==> src/rtl/shacc_seq_pkg.sv <==
// Shared types for the shift-accumulate stage and other latency-matching stages.
package shacc_seq_pkg;

   localparam int LAT_MAX = 8;

   typedef struct packed {
      logic v;
      logic sh;
      logic neg;
      logic done;
   } dly_stage_t;

   localparam int DLY_W = $bits(dly_stage_t);
   localparam int DLY_V_BIT = DLY_W - 1;

endpackage

==> src/rtl/shacc_seq_ctrl_delay.sv <==
// LAT-deep, W-wide control shift register with synchronous clear.
// any_v reports whether any stage holds an entry whose valid bit (VBIT) is set.
module ctrl_delay #(
   parameter int W    = 4,
   parameter int LAT  = 2,
   parameter int VBIT = W - 1
) (
   input  logic         clk,
   input  logic         clr,
   input  logic [W-1:0] din,
   output logic [W-1:0] dout,
   output logic         any_v
);

   logic [LAT*W-1:0] sr_q;
   logic [LAT*W-1:0] sr_d;

   always_comb begin
      sr_d = sr_q;
      sr_d[W-1:0] = din;
      for (int i = 1; i < LAT; i++) begin
         sr_d[i*W +: W] = sr_q[(i-1)*W +: W];
      end
   end

   always_ff @(posedge clk) begin
      if (clr) begin
         sr_q <= '0;
      end else begin
         sr_q <= sr_d;
      end
   end

   always_comb begin
      any_v = 1'b0;
      for (int i = 0; i < LAT; i++) begin
         any_v = any_v | sr_q[i*W + VBIT];
      end
   end

   assign dout = sr_q[(LAT-1)*W +: W];

endmodule

==> src/rtl/shacc_seq.sv <==
// Bit-serial shift-accumulate: aligns generator strobes with returning partial sums
// and folds them into a signed accumulator, emitting one result per vector.
module shacc_seq
   import shacc_seq_pkg::*;
#(
   parameter int BDIN = 10,
   parameter int BACC = 32,
   parameter int LAT  = 2
) (
   input  logic            clk,
   input  logic            clr,
   input  logic            en,
   input  logic            sh,
   input  logic            imsb,
   input  logic            wmsb,
   input  logic            vdone,
   input  logic            isigned,
   input  logic            wsigned,
   input  logic [BDIN-1:0] din,
   output logic [BACC-1:0] acc_out,
   output logic            acc_valid,
   output logic            busy
);

   dly_stage_t            stage_in;
   dly_stage_t            a_ctl;
   logic [DLY_W-1:0]      a_raw;
   logic                  any_v;

   logic [BACC-1:0]       acc_q, acc_d;
   logic [BACC-1:0]       acc_out_q, acc_out_d;
   logic                  acc_valid_q, acc_valid_d;
   logic                  started_q, started_d;

   logic [BACC-1:0]       term_ext;
   logic [BACC-1:0]       term;
   logic [BACC-1:0]       acc_sh;
   logic [BACC-1:0]       acc_next;

   // A sign-plane product is negative when exactly one operand is on its signed MSB plane.
   always_comb begin
      stage_in.v    = en;
      stage_in.sh   = sh;
      stage_in.neg  = (imsb & isigned) ^ (wmsb & wsigned);
      stage_in.done = vdone;
   end

   ctrl_delay #(
      .W    (DLY_W),
      .LAT  (LAT),
      .VBIT (DLY_V_BIT)
   ) u_ctrl_delay (
      .clk   (clk),
      .clr   (clr),
      .din   (stage_in),
      .dout  (a_raw),
      .any_v (any_v)
   );

   assign a_ctl = dly_stage_t'(a_raw);

   always_comb begin
      term_ext = {{(BACC-BDIN){din[BDIN-1]}}, din};
      term     = a_ctl.neg ? (~term_ext + 1'b1) : term_ext;
      acc_sh   = a_ctl.sh ? {acc_q[BACC-2:0], 1'b0} : acc_q;
      acc_next = acc_sh + term;
   end

   // Done clears acc in the same cycle so the next vector can start without a bubble.
   always_comb begin
      acc_d       = acc_q;
      acc_out_d   = acc_out_q;
      acc_valid_d = 1'b0;
      started_d   = started_q;
      if (a_ctl.v) begin
         if (a_ctl.done) begin
            acc_out_d   = acc_next;
            acc_valid_d = 1'b1;
            acc_d       = '0;
            started_d   = 1'b0;
         end else begin
            acc_d     = acc_next;
            started_d = 1'b1;
         end
      end
   end

   always_ff @(posedge clk) begin
      if (clr) begin
         acc_q       <= '0;
         acc_out_q   <= '0;
         acc_valid_q <= 1'b0;
         started_q   <= 1'b0;
      end else begin
         acc_q       <= acc_d;
         acc_out_q   <= acc_out_d;
         acc_valid_q <= acc_valid_d;
         started_q   <= started_d;
      end
   end

   assign acc_out   = acc_out_q;
   assign acc_valid = acc_valid_q;
   assign busy      = any_v | started_q;

endmodule

==> config.mk <==
export PLATFORM = sky130hd
export DESIGN_NAME = shacc_seq
export DESIGN_NICKNAME = d
export VERILOG_FILES = /design/src/rtl/shacc_seq_pkg.sv /design/src/rtl/shacc_seq_ctrl_delay.sv /design/src/rtl/shacc_seq.sv
export SDC_FILE = /design/constraint.sdc
export NUM_CORES = 1
export LEC_CHECK = 0
export ABC_AREA = 1
export CORE_MARGIN = 5
export CORE_UTILIZATION = 53
export DETAILED_ROUTE_END_ITERATION = 16
export PLACE_DENSITY = 0.82
export SYNTH_ARGS = -nofsm -noshare
export SYNTH_HDL_FRONTEND = slang
export SYNTH_SLANG_ARGS = --single-unit
export TNS_END_PERCENT = 30
==> constraint.sdc <==
create_clock -name clk -period 3.1 [get_ports clk]
set_clock_uncertainty 0.2 [all_clocks]
set_input_delay 0.62 -clock clk [delete_from_list [all_inputs] [get_ports clk]]
set_output_delay 0.62 -clock clk [all_outputs]
set_load 0.02 [all_outputs]
==> flow_summary.json, run 1 <==
{
  "syn_avg_cell_area_sq_um": 6.10,
  "antenna_left": 0,
  "cts_buffer_depth": 2,
  "setup_viol": 40,
  "htree_levels": 3,
  "coreArea_sq_mm": 0.0107,
  "antenna_cells": 0,
  "synth_edf_count": 0,
  "crit_arrival_ps": 3340,
  "power_per_cell_area_mw_per_mm2": 369,
  "clk_pin_slew_ps": 100,
  "area_growth_pct": 40.2,
  "die_w_um": 114,
  "cts_buffers": 9,
  "cts_root_buf": "clkbuf_8",
  "syn_area_sq_mm": 0.00577,
  "cts_tree": "done",
  "design_area_sq_mm": 0.00809,
  "rsz0062_at_grt": "yes",
  "drive_above_1_share_pct": 30.2,
  "routabilityCongestion": 1.03,
  "via_per_inst": 5.41,
  "hold_viol": 0,
  "die-area_sq_mm": 0.0131,
  "io-pin-count": 53,
  "grt_max_degree": 44,
  "synth-seq-cells": 74,
  "synth_cell_types": 34,
  "synth_top_cell_area_share_pct": 25.7,
  "fin_cells": 1226,
  "vias": 6635,
  "drt_iter0_drc": 602,
  "yosys.area.top_type": "dfxtp_1",
  "criticalPathCategory": "in -> reg",
  "fillCellCount": 802,
  "first_pass_iters": 5,
  "ys_async_sr_fraction_pct": 0,
  "clkSinkCount": 74,
  "synthCells": 946,
  "start_util_pct": 53.7,
  "drv_cap": 0,
  "crit_required_ps": 3130,
  "ys_seq_area_share_pct": 25.7,
  "p_leak_nw": 3.94,
  "synthTopCellsByArea": "dfxtp_1 (26%), nand2_1 (20%), inv_1 (9.9%), ha_1 (8.5%), a21oi_1 (6.8%)",
  "holdWs_ps": 186,
  "path_max_fanout": 4,
  "dp_cells": 1193,
  "cp-end-kind": "register",
  "slew_violations": 0,
  "ys.flop_type": "dfxtp_1",
  "grt_pass1_vias": 5992,
  "remaining_drc_errors": 0,
  "fin_tns_setup_ps": -4080,
  "status": "complete, but fails checks",
  "wl_per_cell_um": 15.9,
  "grt_pass1_wl_mm": 28.7,
  "total_power_mw": 2.98,
  "num_rows": 38,
  "drt-total-wl_mm": 19.5,
  "num-nets-final": 1140,
  "final.setup.worst_slack_ps": -206,
  "finalCritPeriodShare_pct": 107,
  "relSlewSlack_pct": 37.4,
  "synthMostInstantiatedCell": "nand2_1",
  "grt-ovfl-total": 0,
  "cts_hold_buf": 0,
  "antenna_found_initial": 0,
  "min_period_ps": 3310,
  "ir_drop_uv": 333,
  "violations": "setup timing",
  "grt_usage_pct": 27.6,
  "hold_class": "reg -> reg",
  "clk_latency_ps": 370,
  "synth.net_count": 1005,
  "ys_warn_count": 0,
  "critPathLaunchType": "input pin",
  "die_h_um": 114,
  "worst_pin_slew_ps": 938,
  "post-dp-hpwl_mm": 13.3,
  "yosys-top-cells-count": "nand2_1 (311), inv_1 (152), a21oi_1 (78), nor2_1 (77), dfxtp_1 (74)",
  "placed_cell_area_sq_mm": 0.00716,
  "port_buffers": 52,
  "fmax_mhz": 302
}
## per-layer routing
layer | vias to the layer above | part of all wire, % | global-route usage, %
met5 | - | 0 | 0
met4 | 0 | 2.3 | 8.16
met3 | 43 | 8.7 | 3.86
met2 | 317 | 46 | 43.6
met1 | 3075 | 43 | 39.3
li1 | 3200 | - | -
## through the flow
stage	setup slack [ps]	utilization [%]
3_5_place_dp	-894	66.6
3_3_place_gp	-822	66.6
6_report	-206	75.3
5_1_grt	-365	75.3
2_1_floorplan	2.59	-
4_1_cts	-28.8	70.4
## worst max-delay path: stages
cell     delay [ps]
buf_8           100
nor3_4          180
inv_2            80
nor2_4          130
nand4_1         210
nor2_4          230
inv_1           100
ha_4            230
a21oi_4         220
ha_4            250
nand2_2         110
inv_1            70
nand2_1          70
nand2_1          80
nand2_1          90
nand2_2          90
inv_1           120
nand3_1         160
nand3_2         120
a21oi_2          60
## where the power goes
group          total, mW  internal (mW)  switching [mW]
sequential          1.00          0.981          0.0232
clock              0.818          0.386           0.432
combinational       1.16          0.473           0.686
## registers in the layout, summed over array words and instances (netlist names)
signal             flops
started_q              1
acc_valid              1
u_ctrl_delay.sr_q      8
acc_out               32
acc_q                 32
## kinds of logic (layout without fill, tap and decap cells)
family,after synthesis,in the layout,synth area share [%]
AND/OR/NAND/NOR,497,497,37.2
buffers and inverters,189,329,12.5
AO/OA/AOI/OAI,121,121,11.8
flip-flops,74,74,25.7
adder cells (fa/ha/maj),40,40,8.81
XOR/XNOR,23,23,3.62
multiplexers,2,2,0.391
## cell type report
| class | instances | area (sq um) | area share, % |
|---|---|---|---|
| inverters | 163 | 617 | 7.63 |
| clock buffers | 9 | 124 | 1.53 |
| flip-flops and latches | 74 | 1480 | 18.3 |
| multi-input cells | 683 | 4330 | 53.6 |
| repair buffers | 150 | 1270 | 15.7 |
| well taps | 140 | 175 | 2.17 |
| clock inverters | 7 | 82.6 | 1.02 |
## final timing paths
path / start / end / slack [ps] / cells past startpoint
min reg2reg: u_ctrl_delay.sr_q[2] / u_ctrl_delay.sr_q[6] / 190 / 2
max reg2reg: u_ctrl_delay.sr_q[5] / acc_q[25] / 290 / 14
max: din[1] / acc_q[21] / -210 / 20
min: u_ctrl_delay.sr_q[2] / u_ctrl_delay.sr_q[6] / 190 / 2
## cells in the final DEF, fill, tap and decap left out, drive strengths merged, types with 3 or more instances in the layout
master         netlist  routed
xor2                16      16
nand3               61      61
clkdlybuf4s50        0      41
nor3                 5       5
xnor2                7       7
o21ai               22      22
a21oi               83      83
nand4                5       5
buf                 11     104
nand2              330     330
nand3b               5       5
o21bai               3       3
ha                  39      39
inv                163     167
nor2                89      89
dfxtp               74      74
clkbuf              15      10
a22o                11      11
## timing repair
item                                    4_1_cts  5_1_grt
buffers inserted                             10        7
pin swaps                                    41       60
resized for setup                            62      115
endpoints found under the setup margin       50       48
Power figures use the tool's default switching activity.
==> run 2: changes to the inputs <==
--- a/config.mk
+++ b/config.mk
@@ -10,6 +10,7 @@
 export CORE_UTILIZATION = 53
 export DETAILED_ROUTE_END_ITERATION = 16
 export PLACE_DENSITY = 0.82
+export RECOVER_POWER = 25
 export SYNTH_ARGS = -nofsm -noshare
 export SYNTH_HDL_FRONTEND = slang
 export SYNTH_SLANG_ARGS = --single-unit
==> flow_summary.json, run 2 (same netlist as run 1, synthesis figures left out) <==
{
  "power_per_cell_area_mw_per_mm2": 368,
  "num_rows": 38,
  "pwr-share-clk_pct": 27.4,
  "antenna_found_initial": 0,
  "remaining_drc_errors": 0,
  "path_max_fanout": 4,
  "cts_hold_buf": 0,
  "antenna_cells": 0,
  "p_comb_share_pct": 38.9,
  "status": "complete, but fails checks",
  "cts_root_buf": "clkbuf_8",
  "cts_buffers": 9,
  "io-pin-count": 53,
  "hold_viol": 0,
  "grt_pass1_wl_mm": 28.7,
  "crit_required_ps": 3190,
  "hp-start": "u_ctrl_delay.sr_q[2]",
  "hold_path_depth": 2,
  "critPathLaunchType": "input pin",
  "port_buffers": 52,
  "drt_iter0_drc": 602,
  "wl_per_cell_um": 15.9,
  "post-dp-hpwl_mm": 13.3,
  "holdWs_ps": 186,
  "die_h_um": 114,
  "drive_above_1_share_pct": 30.2,
  "layout_commonest_cell": "nand2_1",
  "layout_common_cells": "nand2_1 (266), inv_1 (140), buf_4 (95)",
  "area_growth_pct": 40.2,
  "fin_util_pct": 75.3,
  "ir_drop_uv": 327,
  "vias": 6602,
  "relSlewSlack_pct": 37.0,
  "placed_cell_area_sq_mm": 0.00716,
  "first_pass_iters": 5,
  "criticalPathCategory": "in -> reg",
  "min_period_ps": 3300,
  "slew_violations": 0,
  "via_per_inst": 5.38,
  "setup_viol": 40,
  "rsz0062_at_grt": "yes",
  "cts_tree": "done",
  "start_util_pct": 53.7,
  "die_w_um": 114,
  "p_sw_mw": 1.14,
  "switching_share_pct": 38.2,
  "cts_buffer_depth": 2,
  "antenna_left": 0,
  "p_int_mw": 1.84,
  "drt-total-wl_mm": 19.4,
  "fmax_mhz": 303,
  "coreArea_sq_mm": 0.0107,
  "htree_levels": 3,
  "drv_cap": 0,
  "grt_max_degree": 44,
  "fin_cells": 1226,
  "violations": "setup timing",
  "num-nets-final": 1140,
  "crit_arrival_ps": 3400,
  "hold_class": "reg -> reg",
  "total_power_mw": 2.98,
  "startpoint": "din[1]",
  "die-area_sq_mm": 0.0131,
  "grt_usage_pct": 27.6,
  "dp_cells": 1193,
  "design_area_sq_mm": 0.00809,
  "final.setup.worst_slack_ps": -204,
  "finalCritPeriodShare_pct": 107,
  "worst_pin_slew_ps": 943,
  "rr_worst_depth": 14,
  "clkSinkCount": 74,
  "cp-end-kind": "register",
  "reg2reg_from": "u_ctrl_delay.sr_q[5]",
  "fin_tns_setup_ps": -4120,
  "routabilityCongestion": 1.03,
  "grt-ovfl-total": 0,
  "clk_latency_ps": 370,
  "p_leak_nw": 3.94,
  "pre_cts_slack_ps": -894,
  "seqPwrFrac_pct": 33.7,
  "grt_pass1_vias": 5992,
  "clk_pin_slew_ps": 100
}
==> run 2: cell types whose count changed in the layout (fill, tap and decap cells not counted) <==
cell	previous run	this run
dlygate4sd3_1	0	1
clkdlybuf4s50_1	41	40
==> run 2: per-layer routing <==
metal	global-route usage [%]	routed length [um]	vias to the layer above
li1	-	-	3201
met4	8.16	456	0
met2	43.6	8920	304
met1	39.3	8390	3054
met3	3.86	1680	43
met5	0	0	-
==> run 2: final timing paths <==
check                         end  slack [ps]
min          u_ctrl_delay.sr_q[6]         190
max reg2reg             acc_q[25]         290
min reg2reg  u_ctrl_delay.sr_q[6]         190
max                     acc_q[21]        -200
==> run 2: worst max-delay path, cell delays in order <==
cell	delay (ps)
buf_8	100
nor3_4	180
inv_2	80
nor2_4	130
nand4_1	210
nor2_4	230
inv_1	100
ha_4	230
a21oi_4	220
ha_4	250
nand2_2	110
inv_1	60
nand2_1	70
nand2_1	80
nand2_1	90
nand2_2	90
inv_1	120
nand2_2	70
nand2_2	80
nand3_2	70
a21oi_2	180
==> run 2: layout make-up <==
| cell class | count | area, sq um |
|---|---|---|
| multi-input cells | 683 | 4330 |
| fillers | 802 | 2660 |
| flip-flops and latches | 74 | 1480 |
| repair buffers | 150 | 1270 |
| inverters | 163 | 617 |
| well taps | 140 | 175 |
| clock buffers | 9 | 124 |
| clock inverters | 7 | 82.6 |
==> run 2: timing repair <==
| item | CTS | global route |
|---|---|---|
| pin swaps | 41 | 60 |
| endpoints found under the setup margin | 50 | 48 |
| buffers inserted | 10 | 7 |
| hold endpoints to repair | 0 | 0 |
| resized for setup | 62 | 115 |
==> run 2: power by group through the flow <==
stage | registers (mW) | logic, mW | clock network (mW)
after floorplan | 1.02 | 0.604 | 0
after global placement | 1.02 | 0.936 | 0
after detailed placement | 1.02 | 0.955 | 0
after CTS | 1.00 | 0.994 | 0.826
after global routing | 1.01 | 1.24 | 0.870
final | 1.00 | 1.16 | 0.814
==> run 3: changes to the inputs <==
--- a/config.mk
+++ b/config.mk
@@ -6,10 +6,11 @@
 export NUM_CORES = 1
 export LEC_CHECK = 0
 export ABC_AREA = 1
-export CORE_MARGIN = 5
+export CORE_MARGIN = 1
 export CORE_UTILIZATION = 53
 export DETAILED_ROUTE_END_ITERATION = 16
-export PLACE_DENSITY = 0.82
+export GPL_ROUTABILITY_DRIVEN = 1
+export PLACE_DENSITY = 0.83
 export RECOVER_POWER = 25
 export SYNTH_ARGS = -nofsm -noshare
 export SYNTH_HDL_FRONTEND = slang
==> flow_summary.json, run 3 (same netlist as run 1, synthesis figures left out) <==
{
  "coreArea_sq_mm": 0.0104,
  "clkSinkCount": 74,
  "design_area_sq_mm": 0.00798,
  "cts_tree": "done",
  "globalRouteMet1Util_pct": 43.2,
  "grt-busiest-layer": "met2",
  "layout_common_cells": "nand2_1 (271), inv_1 (133), buf_4 (82)",
  "num-nets-final": 1128,
  "antenna_found_initial": 0,
  "slew_violations": 0,
  "rsz0062_at_grt": "yes",
  "remaining_drc_errors": 0,
  "status": "complete, but fails checks",
  "clk_latency_ps": 370,
  "area_growth_pct": 38.4,
  "crit_required_ps": 3140,
  "die_w_um": 106,
  "drv_cap": 0,
  "cts_buffers": 9,
  "hp-start": "u_ctrl_delay.sr_q[0]",
  "crit_arrival_ps": 3290,
  "antenna_left": 0,
  "seqCellArea_sq_mm": 0.00148,
  "final.setup.worst_slack_ps": -155,
  "fmax_mhz": 307,
  "post-dp-hpwl_mm": 12.9,
  "hold_viol": 0,
  "start_util_pct": 55.4,
  "num_rows": 37,
  "rr_worst_depth": 13,
  "cts_hold_buf": 0,
  "clk_pin_slew_ps": 80,
  "port_buffers": 52,
  "via_per_inst": 5.36,
  "vias": 6487,
  "cp_slowest_cell": "ha_1",
  "finalCritPeriodShare_pct": 105,
  "relSlewSlack_pct": 63.5,
  "cp-end-kind": "register",
  "grt-ovfl-total": 0,
  "hold_class": "reg -> reg",
  "multi_input_area_sq_mm": 0.00430,
  "worst_pin_slew_ps": 548,
  "hold_path_depth": 2,
  "setup_viol": 31,
  "fillCellCount": 762,
  "routabilityCongestion": 0.971,
  "die_h_um": 106,
  "grtUsageMet3_pct": 6.87,
  "criticalPathCategory": "in -> reg",
  "antenna_cells": 0,
  "htree_levels": 3,
  "power_per_cell_area_mw_per_mm2": 381,
  "ir_drop_uv": 382,
  "layout_commonest_cell": "nand2_1",
  "regToRegEndpoint": "acc_q[26]",
  "crit_buf_inv": 4,
  "reg2reg_from": "u_ctrl_delay.sr_q[5]",
  "critPathLaunchType": "input pin",
  "die-area_sq_mm": 0.0113,
  "dp_cells": 1187,
  "fin_cells": 1210,
  "violations": "setup timing",
  "drive_above_1_share_pct": 28.7,
  "critPathTopFamily": "simple AND/OR/NAND/NOR gates",
  "path_max_fanout": 4,
  "holdPathEnd": "u_ctrl_delay.sr_q[4]",
  "path_cells": "dlygate4sd2_1, nor2_2, nand4_1, buf_4, ha_1, a21oi_2, ha_4, nand2_2, inv_1, nand2_1, nand2_1, inv_1, nand3_4, nand2_1, nand4_1, nand3_1, a21oi_2",
  "io-pin-count": 53,
  "max_stage_delay_ps": 270,
  "cpMostUsedCell": "nand2_1",
  "grt_max_degree": 39,
  "min_period_ps": 3260,
  "grt_pass1_vias": 5966,
  "r2r_slack_ps": 60,
  "placed_cell_area_sq_mm": 0.00714,
  "cts_root_buf": "clkbuf_8",
  "drt_iter0_drc": 525,
  "first_pass_iters": 7,
  "cts_buffer_depth": 2,
  "p_leak_nw": 3.87,
  "grt_pass1_wl_mm": 28.0,
  "grt_usage_pct": 31.9,
  "met2_usage_pct": 50.8,
  "drt-total-wl_mm": 18.5,
  "wl_per_cell_um": 15.3,
  "pre_cts_slack_ps": -889
}
run 3: per-stage QoR:
stage	hold WS [ps]	util [%]	power (mW)	TNS (ps)
after floorplan	188	-	1.63	0
after global placement	188	68.6	1.96	-36240
after detailed placement	192	68.6	1.97	-39950
after CTS	207	72.8	2.91	0
after global routing	233	76.6	3.18	-6030
final	205	76.6	3.04	-1540
run 3: worst max path at each step:
stage / start / end / slack, ps / cells past startpoint
2_1_floorplan: din[1] / acc_out[15] / 3 / 18
3_3_place_gp: din[0] / acc_q[21] / -830 / 22
3_5_place_dp: din[0] / acc_q[21] / -890 / 22
4_1_cts: din[0] / acc_q[24] / 0.8 / 21
5_1_grt: din[1] / acc_q[26] / -280 / 20
6_report: din[5] / acc_q[26] / -160 / 17
run 3: cell type report:
class / instances / share of cell area [%]
Clock buffer: 10 / 1.72
Clock inverter: 6 / 1.19
Inverter: 163 / 7.76
Multi-Input combinational cell: 683 / 53.9
Sequential cell: 74 / 18.6
Tap cell: 136 / 2.13
Timing Repair Buffer: 138 / 14.7
run 3: report_power, final:
part           internal (mW)  switching, mW
clock network          0.485          0.413
logic                  0.460          0.676
registers              0.981         0.0245
total                   1.93           1.11
run 3: what timing repair did:
action | in CTS | in global routing
hold endpoints to repair | 0 | 0
endpoints found under the setup margin | 52 | 48
setup buffers | 5 | 2
pin swaps | 40 | 39
resized for setup | 69 | 105
run 3: layer usage:
layer | vias up | routed length (um)
li1 | 3168 | -
met1 | 2985 | 7980
met2 | 284 | 8240
met3 | 50 | 1690
met4 | 0 | 574
met5 | - | 0
run 3: worst register-to-register path, cell delays in order, from the launching register on:
cell and delay, ps:
dfxtp_1 670, o21ai_0 230, xnor2_1 290, ha_1 340, nand2_1 170, inv_1 80, nand2_1 120, nand2_1 90
nand2_1 120, nand3_4 120, nand2_1 110, nand4_1 140, nand3_1 170, a21oi_2 60
